[config.mk]
export PLATFORM = sky130hd
export DESIGN_NAME = parity_check_arbiter
export DESIGN_NICKNAME = d
export VERILOG_FILES = /design/src/rtl/parity_check_arbiter.sv
export SDC_FILE = /design/constraint.sdc
export NUM_CORES = 1
export LEC_CHECK = 0
export ABC_AREA = 1
export CAP_MARGIN = 20
export CORE_MARGIN = 3
export CORE_UTILIZATION = 47
export CTS_CLUSTER_SIZE = 12
export DETAILED_ROUTE_END_ITERATION = 7
export HOLD_SLACK_MARGIN = 0.1
export PLACE_DENSITY = 0.85
export REMOVE_ABC_BUFFERS = 1
export SLEW_MARGIN = 0
export SYNTH_ARGS = -nofsm -noshare
export SYNTH_HDL_FRONTEND = slang
export SYNTH_SLANG_ARGS = --single-unit
[constraint.sdc]
create_clock -name clk -period 2.47 [get_ports clk]
set_input_delay 0.494 -clock clk [delete_from_list [all_inputs] [get_ports clk]]
set_output_delay 0.494 -clock clk [all_outputs]
set_load 0.1 [all_outputs]
[src/rtl/parity_check_arbiter.sv]
// Round-robin arbiter in front of a shared multi-cycle parity engine.
// One requester is granted at a time. Its result comes back tagged with the requester index.
module parity_check_arbiter #(
    parameter int unsigned NREQ = 4,
    parameter int unsigned DW   = 16,
    parameter int unsigned LAT  = 3,
    parameter bit          ODD  = 1'b0,
    localparam int unsigned IW  = $clog2(NREQ),
    localparam int unsigned CW  = (LAT > 1) ? $clog2(LAT) : 1
) (
    input  logic               clk,
    input  logic               rst,
    input  logic [NREQ-1:0]    req,
    input  logic [NREQ*DW-1:0] data,
    output logic [NREQ-1:0]    gnt,
    output logic               busy,
    output logic               done,
    output logic [IW-1:0]      done_id,
    output logic               parity
);

    typedef enum logic [1:0] {StIdle, StCalc, StDone} state_e;

    state_e          state_q, state_d;
    logic [NREQ-1:0] gnt_q, gnt_d;
    logic            done_q, done_d;
    logic [IW-1:0]   done_id_q, done_id_d;
    logic            parity_q, parity_d;
    logic [DW-1:0]   op_q, op_d;
    logic [IW-1:0]   id_q, id_d;
    logic [IW-1:0]   last_q, last_d;
    logic [CW-1:0]   cnt_q, cnt_d;
    logic [IW-1:0]   winner;
    logic [DW-1:0]   data_arr [NREQ];

    for (genvar i = 0; i < NREQ; i++) begin : g_unpack
        assign data_arr[i] = data[i*DW +: DW];
    end

    // First set request searching last+1, last+2, ... with wrap-around.
    function automatic logic [IW-1:0] rr_pick(input logic [NREQ-1:0] r,
                                              input logic [IW-1:0]   last);
        logic [IW-1:0] w;
        logic [IW-1:0] idx_t;
        logic          hit;
        int unsigned   idx;
        w   = last;
        hit = 1'b0;
        for (int unsigned k = 1; k <= NREQ; k++) begin
            idx   = (32'(last) + k) % NREQ;
            idx_t = IW'(idx);
            if (!hit && r[idx_t]) begin
                w   = idx_t;
                hit = 1'b1;
            end
        end
        return w;
    endfunction

    assign winner = rr_pick(req, last_q);

    always_ff @(posedge clk) begin
        if (rst) begin
            state_q   <= StIdle;
            gnt_q     <= '0;
            done_q    <= 1'b0;
            done_id_q <= '0;
            parity_q  <= 1'b0;
            op_q      <= '0;
            id_q      <= '0;
            last_q    <= IW'(NREQ - 1);
            cnt_q     <= '0;
        end else begin
            state_q   <= state_d;
            gnt_q     <= gnt_d;
            done_q    <= done_d;
            done_id_q <= done_id_d;
            parity_q  <= parity_d;
            op_q      <= op_d;
            id_q      <= id_d;
            last_q    <= last_d;
            cnt_q     <= cnt_d;
        end
    end

    always_comb begin
        state_d = state_q;
        unique case (state_q)
            StIdle:  if (|req) state_d = StCalc;
            StCalc:  if (cnt_q == '0) state_d = StDone;
            StDone:  state_d = StIdle;
            default: state_d = StIdle;
        endcase
    end

    always_comb begin
        gnt_d     = '0;
        done_d    = 1'b0;
        done_id_d = done_id_q;
        parity_d  = parity_q;
        op_d      = op_q;
        id_d      = id_q;
        last_d    = last_q;
        cnt_d     = cnt_q;
        unique case (state_q)
            StIdle: begin
                if (|req) begin
                    gnt_d  = NREQ'(1) << winner;
                    op_d   = data_arr[winner];
                    id_d   = winner;
                    last_d = winner;
                    cnt_d  = CW'(LAT - 1);
                end
            end
            StCalc: begin
                if (cnt_q != '0) begin
                    cnt_d = cnt_q - 1'b1;
                end else begin
                    parity_d  = (^op_q) ^ ODD;
                    done_id_d = id_q;
                    done_d    = 1'b1;
                end
            end
            default: ;
        endcase
    end

    assign gnt     = gnt_q;
    assign done    = done_q;
    assign done_id = done_id_q;
    assign parity  = parity_q;
    assign busy    = (state_q != StIdle);

endmodule

; Word-level counts from Yosys, hierarchy flattened
; Index checks and enable logic that the tools add are counted.
[word_totals]
mem_bits_rw = 0
out_inout_bits = 9
latch_bits = 0
inputBits = 70
rom_bits = 0
word_cells = 73
mem_count = 0
register_bits = 32
[classes]
n_shift = 1
eq_ne = 4
n_lt_le_gt_ge = 5
add_sub_neg = 5
mul = 0
bitwise_logic = 5
div_mod_pow = 0
n_mux = 25
reduce_logical = 19
[ops]
columns = cell, n
row1 = $bmux 16 s2, 1
row2 = $mux 16, 2
row3 = $mux 2, 8
row4 = $reduce_xor 16->1, 1
row5 = $lt 2x3->1 const B, 4
row6 = $bmux 1 s2, 4
row7 = $mux 1, 8
row8 = $pmux 2 s2, 2
row9 = $ne 2x2->1 const B, 3
row10 = $reduce_and 2->1, 3
row11 = $reduce_bool 2->1, 3
row12 = $add 2x1->2 const B, 2
row13 = $add 2x2->2 const B, 2
row14 = $logic_not 2->1, 2
row15 = $not 1->1, 4
row16 = $reduce_or 4->1, 1
row17 = $shl 1x2->4 const A, 1
row18 = $ge 3x3->1 const B, 1
row19 = $logic_and 1x1->1, 3
row20 = $logic_not 1->1, 3
row21 = $not 2->3, 1
row22 = $reduce_and 3->1, 1
row23 = $reduce_or 3->1, 1
row24 = $eq 2x1->1 const B, 1
row25 = 2 further kinds, 2

; Depth between registers and ports, before layout
[logic_depth]
ltp_word = 17
ltp_mapped = 17
depth_no_buf = 15

; Least setup slack after synthesis
; OpenSTA, ideal clock, no wires.
[synth_path]
path_kind = register to register
start = reg state_q[1]
end = reg op_q[10]
path_buffers = 2
slack_ns = 0.447
arrival_ns = 1.903
stages_incl_launch_ff = 11
setup_ns = 0.120
path_cell_list = dfxtp_1 > nor2_1 > inv_1 > or2_2 > clkbuf_1 > inv_1 > nand2_1 > nor2_2 > buf_4 > nand2_1 > nand3_1
[synth_between]
elab_chain_cells = 2
[synth_lines]
columns = element, line_no
row1 = "start, declared", 24  ; state_e state_q, state_d;
row2 = "start signal, assigned", 64  ; state_q <= StIdle;
row3 = "start signal, assigned", 74  ; state_q <= state_d;
row4 = $logic_not 2->1, 105  ; unique case (state_q)
row5 = $reduce_and 2->1 (no line), n/a
row6 = "end signal, assigned", 79  ; op_q <= op_d;
row7 = "end, declared", 29  ; logic [DW-1:0] op_q, op_d;
; Every way passes these cells.
; A chain may end at the register's enable or synchronous reset.

; Worst setup path in the final report
[layout_path]
start = in req[2]
end = reg op_q[3]
[layout_between]
elab_chain_cells = 16
elab_cells_between_ends = 27
cone_classes = mux (18) / bitwise (1) / reduce/logical (8)
[layout_lines]
columns = element, line_no
row1 = "start, declared", 13  ; input logic [NREQ-1:0] req,
row2 = $bmux 1 s2, 52  ; if (!hit && r[idx_t]) begin
row3 = $mux 1 (not written as such), 52
row4 = $mux 1, 52
row5 = $logic_not 1->1, 52
row6 = $logic_and 1x1->1, 52
row7 = $mux 1, 52
row8 = $logic_not 1->1, 52
row9 = $logic_and 1x1->1, 52
row10 = $mux 1, 52
row11 = $logic_not 1->1, 52
row12 = $logic_and 1x1->1, 52
row13 = $mux 2, 52
row14 = $not 2->3 (not written as such), 109  ; op_d = data_arr[winner];
row15 = $bmux 16 s2, 109
row16 = $mux 16 (not written as such) (2 in a row), 109
; Parallel ways exist; a longest one is shown, timed or not. The select of a mux whose other input is x is not followed.

==> reports/results.ini <==
[run]
maxCapViolCount = 0

[power]
p_leak_nw = 1.49
clkPwrFrac_pct = 11.8
switching_share_pct = 51.1
p_int_w = 0.00177
p_sw_w = 0.00185
power_density_mw_per_mm2 = 1230
seq_power_share_pct = 21.2
irDropWorstVdd_mv = 0.577
combPwrFrac_pct = 67.1

[floorplan]
initial_core_util_pct = 49.8
ios = 79
rows = 23
die_w_um = 72.1
coreArea_mm2 = 0.00412
die_h_um = 72.1
die_area_mm2 = 0.00519

[sta]
timing.setup.tns_ns = 0
period_share_pct = 87.8
slew_viol_final = 0
finalSetupViolations = 0
fmax_ghz = 0.461
finalHoldViolations = 0
finClkSkew_ns = 0.00509
timing.slew.headroom_pct = 70.3
worst_pin_slew_ns = 0.445
rsz0062_at_grt = no
min_period_ns = 2.17

[critical_path]
crit_type = in2reg
critPathCaptureType = register
worstReg2RegStart = last_q[0]
worstReg2RegEnd = op_q[3]
arrival_ns = 2.40
critPathLaunchType = input pin
critical_path_peak_fanout = 35
reg2reg_slack_ns = 0.34
required_ns = 2.70
rr_worst_depth = 15

[synth]
yosysWarnings = 0
syn_inst = 342
ys_types = 27
syn_avg_cell_area_um2 = 6.00
synth_seq_cells = 32
seq_area_frac_synth_pct = 31.2
syn-cell-area_mm2 = 0.00205

[clock_tree]
clock_sinks = 32
clkTransAtPathRegs_ns = 0.06
h-tree-depth = 2
cts_tree = yes
clockBufferDepth = 2
cts_hold_buf = 0
clkLatencyLatePin_ns = 0.28
ctsResizeCount = 0
cts_inserted_buffers = 5
cts-root-buf = clkbuf_8
cts_setup_buffers = 0

[drt]
drtIter0Drc = 95
dr.pass1.iters = 4
wl_um = 5020
vias_per_cell = 4.79
drc_errors = 0
ant_nets = 0
vias = 2246
avgRoutedWirePerCell_um = 10.7

[final_layout]
layout_common_cells = 182 x nand2_1, 69 x clkdlybuf4s50_1, 36 x nand3_1, 32 x dfxtp_1, 16 x inv_1
final_common_cell = nand2_1
post-route-util_pct = 71.4
fill_cells = 360
n_antenna_cell = 0
nets = 490
syn_to_final_growth_pct = 43.3
multi_input_area_mm2 = 0.00123
regArea_um2 = 641
final_layout_size_suffix_gt1_share_pct = 10.0

[global_routing]
grt_max_degree = 36
gr-total-overflow = 0
antenna_found_initial = 0
grt_use_total_pct = 20.5
grt_pass1_wl_um = 8650
grt_pass1_vias = 2156

[place]
dp_hpwl_um = 3860
gp_congestion = 0.796
port_buffers = 78

[min_path]
hold_path.class = reg2reg
min_from = id_q[0]
whs_path_depth = 2
min_to = id_q[0]

[status]
status = finished, final reports clean

synthesized netlist by cell type:
| master | instances | area, µm² |
|---|---|---|
| a21oi_1 | 6 | 30.0 |
| a22oi_1 | 1 | 7.51 |
| buf_2 | 6 | 30.0 |
| buf_4 | 2 | 15.0 |
| buf_6 | 3 | 33.8 |
| clkbuf_1 | 4 | 15.0 |
| dfxtp_1 | 32 | 641 |
| ha_1 | 1 | 12.5 |
| inv_1 | 16 | 60.1 |
| inv_2 | 4 | 15.0 |
| inv_6 | 1 | 8.76 |
| nand2_1 | 182 | 683 |
| nand2_2 | 8 | 50.1 |
| nand2_4 | 1 | 11.3 |
| nand3_1 | 36 | 180 |
| nand3_2 | 1 | 10.0 |
| nor2_1 | 11 | 41.3 |
| nor2_2 | 2 | 12.5 |
| nor2_4 | 1 | 11.3 |
| nor3_1 | 1 | 5.00 |
| nor4_1 | 1 | 6.26 |
| o211ai_1 | 2 | 15.0 |
| o21ai_0 | 4 | 20.0 |
| o21bai_1 | 1 | 7.51 |
| or2_2 | 1 | 6.26 |
| xnor2_1 | 9 | 78.8 |
| xor2_1 | 5 | 43.8 |
worst max-delay path, stage by stage:
cell	delay, ns
clkdlybuf4s50_1	0.50
nand2_1	0.08
nand2_1	0.11
nand2_1	0.09
nand2_2	0.11
inv_2	0.06
nand2_1	0.06
nand2_1	0.13
nand2_4	0.31
nand2_1	0.10
nand2_1	0.09
nand2_1	0.06
nand3_1	0.09
nand2_1	0.05
inv_1	0.07
cell families after synthesis:
group | after synthesis | synth area share [%]
AND/OR/NAND/NOR | 245 | 49.6
buffers and inverters | 36 | 8.66
flip-flops | 32 | 31.2
AO/OA/AOI/OAI | 14 | 3.90
XOR/XNOR | 14 | 5.98
adder cells (fa/ha/maj) | 1 | 0.610
state kept, by name (all words and copies together), names as in the netlist:
signal   cells
state_q      2
last_q       2
op_q        16
cnt_q        2
gnt          4
id_q         2
done         1
done_id      2
parity       1
per-stage QoR:
| stage | total power [W] | instances | hold slack [ns] | instance area, µm² | setup WS, ns |
|---|---|---|---|---|---|
| global placement | 0.00315 | 462 | 0.453 | 2840 | 0.149 |
| floorplan | 0.00256 | 327 | 0.430 | 1960 | 0.404 |
| global route | 0.00398 | 469 | 0.492 | 2940 | 0.0882 |
| detailed placement | 0.00321 | 462 | 0.456 | 2840 | 0.0581 |
| finish | 0.00362 | 469 | 0.466 | 2940 | 0.301 |
| CTS | 0.00365 | 469 | 0.464 | 2940 | 0.334 |
worst max-delay path by stage:
stage	start	cells after the start	endpoint
2_1_floorplan	state_q[1]	8	op_q[10]
3_3_place_gp	req[0]	15	op_q[3]
3_5_place_dp	req[2]	15	op_q[3]
4_1_cts	req[2]	15	op_q[3]
5_1_grt	req[0]	15	op_q[3]
6_report	req[2]	15	op_q[3]
cell type report:
type / instances / area share [%]
multi-input combinational: 274 / 41.9
timing repair buffer: 85 / 28.0
sequential: 32 / 21.8
clock buffer: 7 / 3.28
inverter: 21 / 2.85
tap: 50 / 2.13
power groups by stage:
stage	registers (W)	logic, W	clock network, W
final	0.000766	0.00243	0.000426
after CTS	0.000765	0.00245	0.000434
after detailed placement	0.000774	0.00244	0
after global placement	0.000774	0.00238	0
after global routing	0.000785	0.00274	0.000450
after floorplan	0.00101	0.00155	0
layer usage:
metal	vias up	wire, µm	global-route usage, %
met4	0	80	7.72
met5	-	0	0
met2	67	2480	36.6
met3	10	298	4.99
met1	959	2160	23.6
li1	1210	-	-
Note: power is estimated with default switching activity, not from simulation.
